**src/rtl/fixed_multiply_pipe_if.sv**
```systemverilog
// Streaming handshake bundle for fixed_multiply_pipe: operand side (a/b/round_en)
// and result side (c/sat) with independent valid/ready pairs.
interface fixed_multiply_pipe_if #(
   parameter int operand_size = 32
);
   logic signed [operand_size-1:0] a;
   logic signed [operand_size-1:0] b;
   logic                           round_en;
   logic                           in_valid;
   logic                           in_ready;
   logic signed [operand_size-1:0] c;
   logic                           sat;
   logic                           out_valid;
   logic                           out_ready;

   modport master (
      output a, b, round_en, in_valid, out_ready,
      input  in_ready, c, sat, out_valid
   );

   modport slave (
      input  a, b, round_en, in_valid, out_ready,
      output in_ready, c, sat, out_valid
   );
endinterface

```
**src/rtl/fixed_multiply_pipe.sv**
```systemverilog
// Pipelined signed fixed-point multiplier: full-width product, optional round-half-up,
// arithmetic shift by the fraction width and saturation back to operand width.
module fixed_multiply_pipe #(
   parameter int fractional_size = 12,
   parameter int operand_size    = 32,
   parameter int pipeline_stages = 3
) (
   input logic                  clk,
   input logic                  rst,
   fixed_multiply_pipe_if.slave io
);
   localparam int W   = operand_size;
   localparam int PW  = 2 * W;
   localparam int RW  = PW + 1;
   localparam int DLY = (pipeline_stages > 2) ? pipeline_stages - 2 : 1;
   localparam int PDW = DLY * PW;

   localparam logic signed [RW-1:0] HALF  = (RW'(1) << fractional_size) >> 1;
   localparam logic signed [RW-1:0] MAX_V = {{(W + 2){1'b0}}, {(W - 1){1'b1}}};
   localparam logic signed [RW-1:0] MIN_V = {{(W + 2){1'b1}}, {(W - 1){1'b0}}};

   logic                  adv;
   logic signed [W-1:0]   a_q, a_d, b_q, b_d;
   logic                  rnd1_q, rnd1_d, vld1_q, vld1_d;
   logic signed [PW-1:0]  prod;
   logic signed [PW-1:0]  fin_p;
   logic                  fin_rnd, fin_vld;
   logic signed [RW-1:0]  r_val, s_val;
   logic signed [W-1:0]   c_q, c_d;
   logic                  sat_q, sat_d, ov_q, ov_d;

   assign adv          = !ov_q || io.out_ready;
   assign io.in_ready  = adv;
   assign io.c         = c_q;
   assign io.sat       = sat_q;
   assign io.out_valid = ov_q;

   always_comb begin
      a_d    = a_q;
      b_d    = b_q;
      rnd1_d = rnd1_q;
      vld1_d = vld1_q;
      if (adv) begin
         a_d    = io.a;
         b_d    = io.b;
         rnd1_d = io.round_en;
         vld1_d = io.in_valid;
      end
   end

   always_ff @(posedge clk) begin
      if (rst) begin
         a_q    <= '0;
         b_q    <= '0;
         rnd1_q <= 1'b0;
         vld1_q <= 1'b0;
      end else begin
         a_q    <= a_d;
         b_q    <= b_d;
         rnd1_q <= rnd1_d;
         vld1_q <= vld1_d;
      end
   end

   // Low PW bits of the sign-extended product are the exact signed product.
   always_comb prod = {{W{a_q[W-1]}}, a_q} * {{W{b_q[W-1]}}, b_q};

   generate
      if (pipeline_stages == 2) begin : g_merged
         assign fin_p   = prod;
         assign fin_rnd = rnd1_q;
         assign fin_vld = vld1_q;
      end else begin : g_delay
         logic [DLY-1:0][PW-1:0] p_q, p_d;
         logic [DLY-1:0]         rnd_q, rnd_d, vld_q, vld_d;

         // Shift-in at index 0; the oldest entry falls off the top via the cast.
         always_comb begin
            p_d   = p_q;
            rnd_d = rnd_q;
            vld_d = vld_q;
            if (adv) begin
               p_d   = PDW'({p_q, prod});
               rnd_d = DLY'({rnd_q, rnd1_q});
               vld_d = DLY'({vld_q, vld1_q});
            end
         end

         always_ff @(posedge clk) begin
            if (rst) begin
               p_q   <= '0;
               rnd_q <= '0;
               vld_q <= '0;
            end else begin
               p_q   <= p_d;
               rnd_q <= rnd_d;
               vld_q <= vld_d;
            end
         end

         assign fin_p   = p_q[DLY-1];
         assign fin_rnd = rnd_q[DLY-1];
         assign fin_vld = vld_q[DLY-1];
      end
   endgenerate

   always_comb begin
      r_val = {fin_p[PW-1], fin_p} + (fin_rnd ? HALF : '0);
      s_val = r_val >>> fractional_size;
      c_d   = c_q;
      sat_d = sat_q;
      ov_d  = ov_q;
      if (adv) begin
         ov_d = fin_vld;
         if (s_val > MAX_V) begin
            c_d   = {1'b0, {(W - 1){1'b1}}};
            sat_d = 1'b1;
         end else if (s_val < MIN_V) begin
            c_d   = {1'b1, {(W - 1){1'b0}}};
            sat_d = 1'b1;
         end else begin
            c_d   = s_val[W-1:0];
            sat_d = 1'b0;
         end
      end
   end

   always_ff @(posedge clk) begin
      if (rst) begin
         c_q   <= '0;
         sat_q <= 1'b0;
         ov_q  <= 1'b0;
      end else begin
         c_q   <= c_d;
         sat_q <= sat_d;
         ov_q  <= ov_d;
      end
   end
endmodule
```
**src/flat_wrapper.sv**
```systemverilog
// flat-port wrapper written by rule: the top's interface ports become plain ports
module fixed_multiply_pipe_flat 
#(
   parameter int fractional_size = 12,
   parameter int operand_size    = 32,
   parameter int pipeline_stages = 3
)
  (clk, rst, io_a, io_b, io_round_en, io_in_valid, io_out_ready, io_in_ready, io_c, io_sat, io_out_valid);
  fixed_multiply_pipe_if #(.operand_size(operand_size)) io_i ();
  input logic clk;
  input logic rst;
  input wire logic [$bits(io_i.a)-1:0] io_a;
  input wire logic [$bits(io_i.b)-1:0] io_b;
  input wire logic [$bits(io_i.round_en)-1:0] io_round_en;
  input wire logic [$bits(io_i.in_valid)-1:0] io_in_valid;
  input wire logic [$bits(io_i.out_ready)-1:0] io_out_ready;
  output wire logic [$bits(io_i.in_ready)-1:0] io_in_ready;
  output wire logic [$bits(io_i.c)-1:0] io_c;
  output wire logic [$bits(io_i.sat)-1:0] io_sat;
  output wire logic [$bits(io_i.out_valid)-1:0] io_out_valid;
  assign io_i.a = io_a;
  assign io_i.b = io_b;
  assign io_i.round_en = io_round_en;
  assign io_i.in_valid = io_in_valid;
  assign io_i.out_ready = io_out_ready;
  assign io_in_ready = io_i.in_ready;
  assign io_c = io_i.c;
  assign io_sat = io_i.sat;
  assign io_out_valid = io_i.out_valid;
  fixed_multiply_pipe #(.fractional_size(fractional_size), .operand_size(operand_size), .pipeline_stages(pipeline_stages)) u_core (.clk(clk), .rst(rst), .io(io_i));
endmodule
```
**config.mk**
```make
export PLATFORM = sky130hd
export DESIGN_NAME = fixed_multiply_pipe_flat
export DESIGN_NICKNAME = d
export VERILOG_FILES = /design/src/rtl/fixed_multiply_pipe_if.sv /design/src/rtl/fixed_multiply_pipe.sv /design/src/flat_wrapper.sv
export SDC_FILE = /design/constraint.sdc
export NUM_CORES = 2
export LEC_CHECK = 0
export CAP_MARGIN = 20
export CORE_MARGIN = 2
export CORE_UTILIZATION = 50
export CTS_CLUSTER_SIZE = 12
export DETAILED_ROUTE_END_ITERATION = 8
export GPL_TIMING_DRIVEN = 1
export PLACE_DENSITY = 0.76
export SETUP_SLACK_MARGIN = 0.15
export SYNTH_ARGS = -nofsm -noshare
export SYNTH_HDL_FRONTEND = slang
export SYNTH_SLANG_ARGS = --single-unit
```
**constraint.sdc**
```tcl
create_clock -name clk -period 11.7 [get_ports clk]
set_input_delay 1.755 -clock clk [delete_from_list [all_inputs] [get_ports clk]]
set_output_delay 1.755 -clock clk [all_outputs]
set_load 0.1 [all_outputs]
```
**Word level (Yosys, flattened, before mapping)**

Cells that the tools add are included.

- Mux-type cells: 5
- Add/subtract/negate cells: 1
- Multipliers: 1
- Reduce and logical (&&, ||, !) cells: 2
- $lt $le $gt $ge: 2

Operators by type and width:

| kind | count |
|---|---|
| 64-bit by 13-bit adder with 65-bit output | 1 |
| 32-bit by 32-bit multiplier with 64-bit output | 1 |
| 32-bit 2-to-1 mux | 2 |
| 53-bit by 32-bit > comparator with 1-bit output, second input constant | 1 |
| 53-bit by 32-bit < comparator with 1-bit output, second input constant | 1 |
| 12-bit 2-to-1 mux | 1 |
| 1-bit 2-to-1 mux | 2 |
| 1-bit zero test | 1 |
| 1-bit logical OR | 1 |

- Output and inout port bits: 35
- Register bits after elaboration: 166
- Logic and storage cells: 21
- Input bits: 69

**Longest topological paths before layout**

- Depth after elaboration: 5
- Mapped depth: 28
- Mapped depth without buffers: 26

**Least setup slack after synthesis**

No wires, ideal clock.

- Path kind: reg-to-reg
- From: register u_core.a_q[31]
- To: register u_core.g_delay.p_q (netlist bit u_core.fin_p[63])
- Path buffers: 2
- Cell stages (with the launch flop): 29
- Setup slack: 3.891 ns
- Library setup time: 0.117 ns
- Arrival: 7.692 ns
- Data required time: 11.583 ns
- Period minus slack after synthesis: 7.809 ns
- Cell sequence: dfxtp_1 clkbuf_1 nand2_1 inv_1 fa_1 inv_1 fa_1 inv_1 fa_1 fa_1 inv_1 fa_1 inv_1 fa_1 inv_1 fa_1 fa_1 inv_1 ha_1 clkbuf_1 a21o_1 a21o_1 a21oi_1 o21ai_0 nand3_1 nand2_1 a21o_1 or3_1 a32o_1

- Longest elaborated chain between the ends: 1

Ends and longest elaborated chain:

| item | RTL line | text |
|---|---|---|
| start: declaration | fixed_multiply_pipe.sv:23 | `logic signed [W-1:0] a_q, a_d, b_q, b_d;` |
| start signal: assignment | fixed_multiply_pipe.sv:53 | `a_q <= '0;` |
| start signal: assignment | fixed_multiply_pipe.sv:58 | `a_q <= a_d;` |
| 32-bit by 32-bit multiplier with 64-bit output | fixed_multiply_pipe.sv:66 | `always_comb prod = {{W{a_q[W-1]}}, a_q} * {{W{b_q[W-1]}}, b_q};` |
| end signal: assignment | fixed_multiply_pipe.sv:95 | `p_q <= p_d;` |
| end: declaration | fixed_multiply_pipe.sv:74 | `logic [DLY-1:0][PW-1:0] p_q, p_d;` |

No other way between the ends.
A chain may end at the register's enable or synchronous reset.

**Worst setup path after layout**

- From: register u_core.b_q[5]
- To: register u_core.g_delay.p_q (netlist bit u_core.fin_p[63])

- Longest elaborated chain between the ends: 1

Ends and longest elaborated chain:

| item | RTL line | text |
|---|---|---|
| start: declaration | fixed_multiply_pipe.sv:23 |  |
| start signal: assignment | fixed_multiply_pipe.sv:54 | `b_q <= '0;` |
| start signal: assignment | fixed_multiply_pipe.sv:59 | `b_q <= b_d;` |
| 32-bit by 32-bit multiplier with 64-bit output | fixed_multiply_pipe.sv:66 |  |

No other way between the ends.

==> metrics.csv <==
stage,metric,value,unit
timing,Final Cycle Share,0.743,
logic_synthesis,Post-synth EDFFs,0,
routing,highest metal used,met5,
routing,final wirelength,106000,um
timing,Final Hold Fails,0,
routing,WL met2,55100,um
die,Rows,107,
routing,DRC,0,
final_layout,synthesis-to-layout area growth,6.27,%
final_layout,# fillers,7643,
routing,via count,31312,
die,I/O Pins,104,
logic_synthesis,most frequent cell after synthesis,fa_1,
clock_network,post-CTS sizing,0,
worst_setup_path,CP startpoint kind,flip-flop,
logic_synthesis,Area contributors post-synth,"fa_1, inv_1, and2_1",
worst_setup_path,Critical Path Most Common Cell,fa_1,
clock_network,clk sinks,155,
routing,M1 WL,40100,um
clock_network,"Reg clk slew, reported paths",0.08,ns
power_and_ir_drop,Sw Share,0.571,
logic_synthesis,Mapped Cells,4705,
worst_setup_path,Worst Path Required,12.10,ns
routing,drt first-iter violations,1969,
clock_network,TritonCTS clock tree,done,
final_layout,n_diodes,0,
power_and_ir_drop,pwr/cell area,252,nW/um^2
timing,relative slew slack,0.301,
power_and_ir_drop,clock share of power,0.055,
worst_setup_path,Reg2Reg Setup Slack,3.00,ns
timing,final setup violation count,0,
worst_setup_path,Top Family by Delay on Critical Path,adder cells,
routing,post-route ant nets,0,
power_and_ir_drop,Power Total,11500,uW
timing,Max Fclk,115,MHz
power_and_ir_drop,part of the power in registers,0.073,
logic_synthesis,"Distinct cells, synth",74,
timing,RSZ-0062 raised after global routing,no,
worst_setup_path,Critical path buffers and inverters,8,
worst_setup_path,crit path DAT,9.10,ns
routing,DR WL/cell,18.3,um
routing,drt via density,5.40,
logic_synthesis,synthesized net count,6036,
logic_synthesis,cell taking the most area after synthesis,fa_1,
die,initial core utilization,0.503,
worst_setup_path,Critical Path Slowest Stage Cell,fa_1,
power_and_ir_drop,switching power,6540,uW
clock_network,Num CTS Buffers,17,
logic_synthesis,"top cells by count, synth","fa_1, inv_1, nand2_1",
grt,All-Layer GR Usage,0.260,
die,die width,296,um
worst_setup_path,Critical Path Max Stage Delay,0.88,ns
place,placed wire-length estimate,85600,um
outcome,status,"finished, final reports clean",
logic_synthesis,most common flop cell mapped by yosys,dfxtp_1,
final_layout,layout cells sized above 1,0.0357,
logic_synthesis,Yosys top cell area share,0.507,
timing,setup TNS,0,ns
grt,number of antenna violations at the first check in global routing,2,
logic_synthesis,ys async rst share,0,
grt,vias in the first global route,34715,
power_and_ir_drop,Pleak,0.0220,uW
place,Routability Congestion,0.927,
timing,pins over their slew limit,0,
logic_synthesis,Yosys warnings,0,
grt,first-pass GRT wire length,179000,um
final_layout,# nets final,5969,
logic_synthesis,Synth Register Bits,155,
clock_network,CTS root buf,clkbuf_16,
clock_network,Post CTS Setup Buffer Count,0,
clock_network,H-tree levels,4,
grt,total congestion overflow,0,
timing,final setup skew,0.0211,ns
worst_setup_path,CP endpoint kind,flip-flop,
min_path,Min-Delay Path Class,flip-flop to flip-flop,
clock_network,clk buf depth,2,
power_and_ir_drop,Logic pwr share,0.872,
routing,metal3 WL,4770,um
clock_network,later-pin clock latency in the skew report,0.52,ns
flow_run,max capacitance violation total,0,
timing,worst-margin pin slew,1.05,ns
logic_synthesis,Avg Inst Size Synth,9.08,sq um
place,Port-buffer cells,103,
worst_setup_path,kind of critical path,flip-flop to flip-flop,
die,Die Height,296,um
timing,min Tclk post-route,8.70,ns
worst_setup_path,CP Max Fanout,25,
routing,DRT Pass-1 Iters,7,
die,core area,84900,sq um
logic_synthesis,sequential fraction of the synthesis area,0.0726,
logic_synthesis,Post-Synthesis Cell Area,42700,sq um
grt,largest net degree at the start of global routing,97,
die,die area,87800,sq um
power_and_ir_drop,Pint,4920,uW
power_and_ir_drop,Peak VDD IR,0.390,mV
clock_network,Post-CTS Hold Buffers,0,
power groups by stage:
stage / sequential, uW / combinational, uW / clock (uW)
after CTS: 844 / 9950 / 640
after global placement: 851 / 9750 / 0
after floorplan: 1020 / 7090 / 0
final: 842 / 9990 / 627
after detailed placement: 856 / 9880 / 0
after global routing: 858 / 11200 / 656
final cells by class:
type | instances | area, sq um | share of cell area
multi-input cells | 3296 | 34900 | 0.768
repair buffers | 175 | 1650 | 0.0362
inverters | 993 | 3730 | 0.0822
clock buffers | 17 | 425 | 0.00937
well taps | 1144 | 1430 | 0.0315
clock inverters | 15 | 199 | 0.00438
flip-flops and latches | 155 | 3100 | 0.0684
worst register-to-register path, cell delays in order, from the launching register on:
cell     delay (ns)
dfxtp_1        0.62
buf_16         0.22
nand2_1        0.15
inv_1          0.12
fa_1           0.40
inv_1          0.26
fa_1           0.47
inv_1          0.23
fa_1           0.50
fa_1           0.88
inv_1          0.39
fa_1           0.59
inv_1          0.05
fa_1           0.47
inv_1          0.05
fa_1           0.53
inv_1          0.06
fa_1           0.48
ha_1           0.42
a21oi_1        0.24
o21ai_0        0.21
a21oi_1        0.17
o21ai_0        0.12
nand3_1        0.10
nand2_1        0.07
a21o_1         0.19
or3_1          0.36
a32o_1         0.25
through the flow:
stage	hold slack [ns]	instances	area (sq um)	setup slack (ns)	util
final	0.454	5795	45400	3.00	0.535
after global placement	0.438	5759	44700	2.72	0.526
after CTS	0.455	5791	45300	2.53	0.534
after detailed placement	0.444	5759	44700	2.55	0.526
after global routing	0.469	5795	45400	2.51	0.535
after floorplan	0.432	4705	42700	3.89	-
metal layers:
layer	global-route usage	up-vias
li1	-	13679
met1	0.310	16291
met2	0.466	1025
met3	0.0245	315
met4	0.135	2
met5	0	-
state kept, by name (all words and copies together) (netlist names):
signal	flops
u_core.io.c	32
u_core.fin_p	53
u_core.vld1_q	1
u_core.b_q	32
u_core.fin_rnd	1
u_core.io.out_valid	1
u_core.rnd1_q	1
u_core.io.sat	1
u_core.fin_vld	1
u_core.a_q	32
worst paths after layout:
path,end,from,cells after the start
max,u_core.fin_p[63],u_core.b_q[5],27
min,u_core.a_q[27],u_core.a_q[27],2
max reg2reg,u_core.fin_p[63],u_core.b_q[5],27
min reg2reg,u_core.a_q[27],u_core.a_q[27],2
placed cells by master, fill, tap and decap left out, types with 38 or more instances in the layout:
cell type	Yosys	layout
clkdlybuf4s50_1	0	102
a21oi_1	166	166
inv_1	993	992
dfxtp_1	155	154
and2_1	520	520
nor2_1	114	114
xnor2_1	55	55
o21ai_0	51	51
buf_4	0	68
nand2_1	775	775
nand3_1	38	38
fa_1	1081	1081
ha_1	181	181
logic make-up after synthesis:
| kind of cell | count (synthesis) | share of synthesized area |
|---|---|---|
| DFF | 155 | 0.0726 |
| adders and majority gates | 1262 | 0.560 |
| and+or+nand+nor | 1576 | 0.180 |
| xor gates and xnor gates | 89 | 0.0182 |
| muxes | 4 | 0.000937 |
| AOI/OAI and AO/OA | 365 | 0.0574 |
| buffers and inverters | 1254 | 0.111 |
No activity file was read; power rests on OpenSTA's default activity.
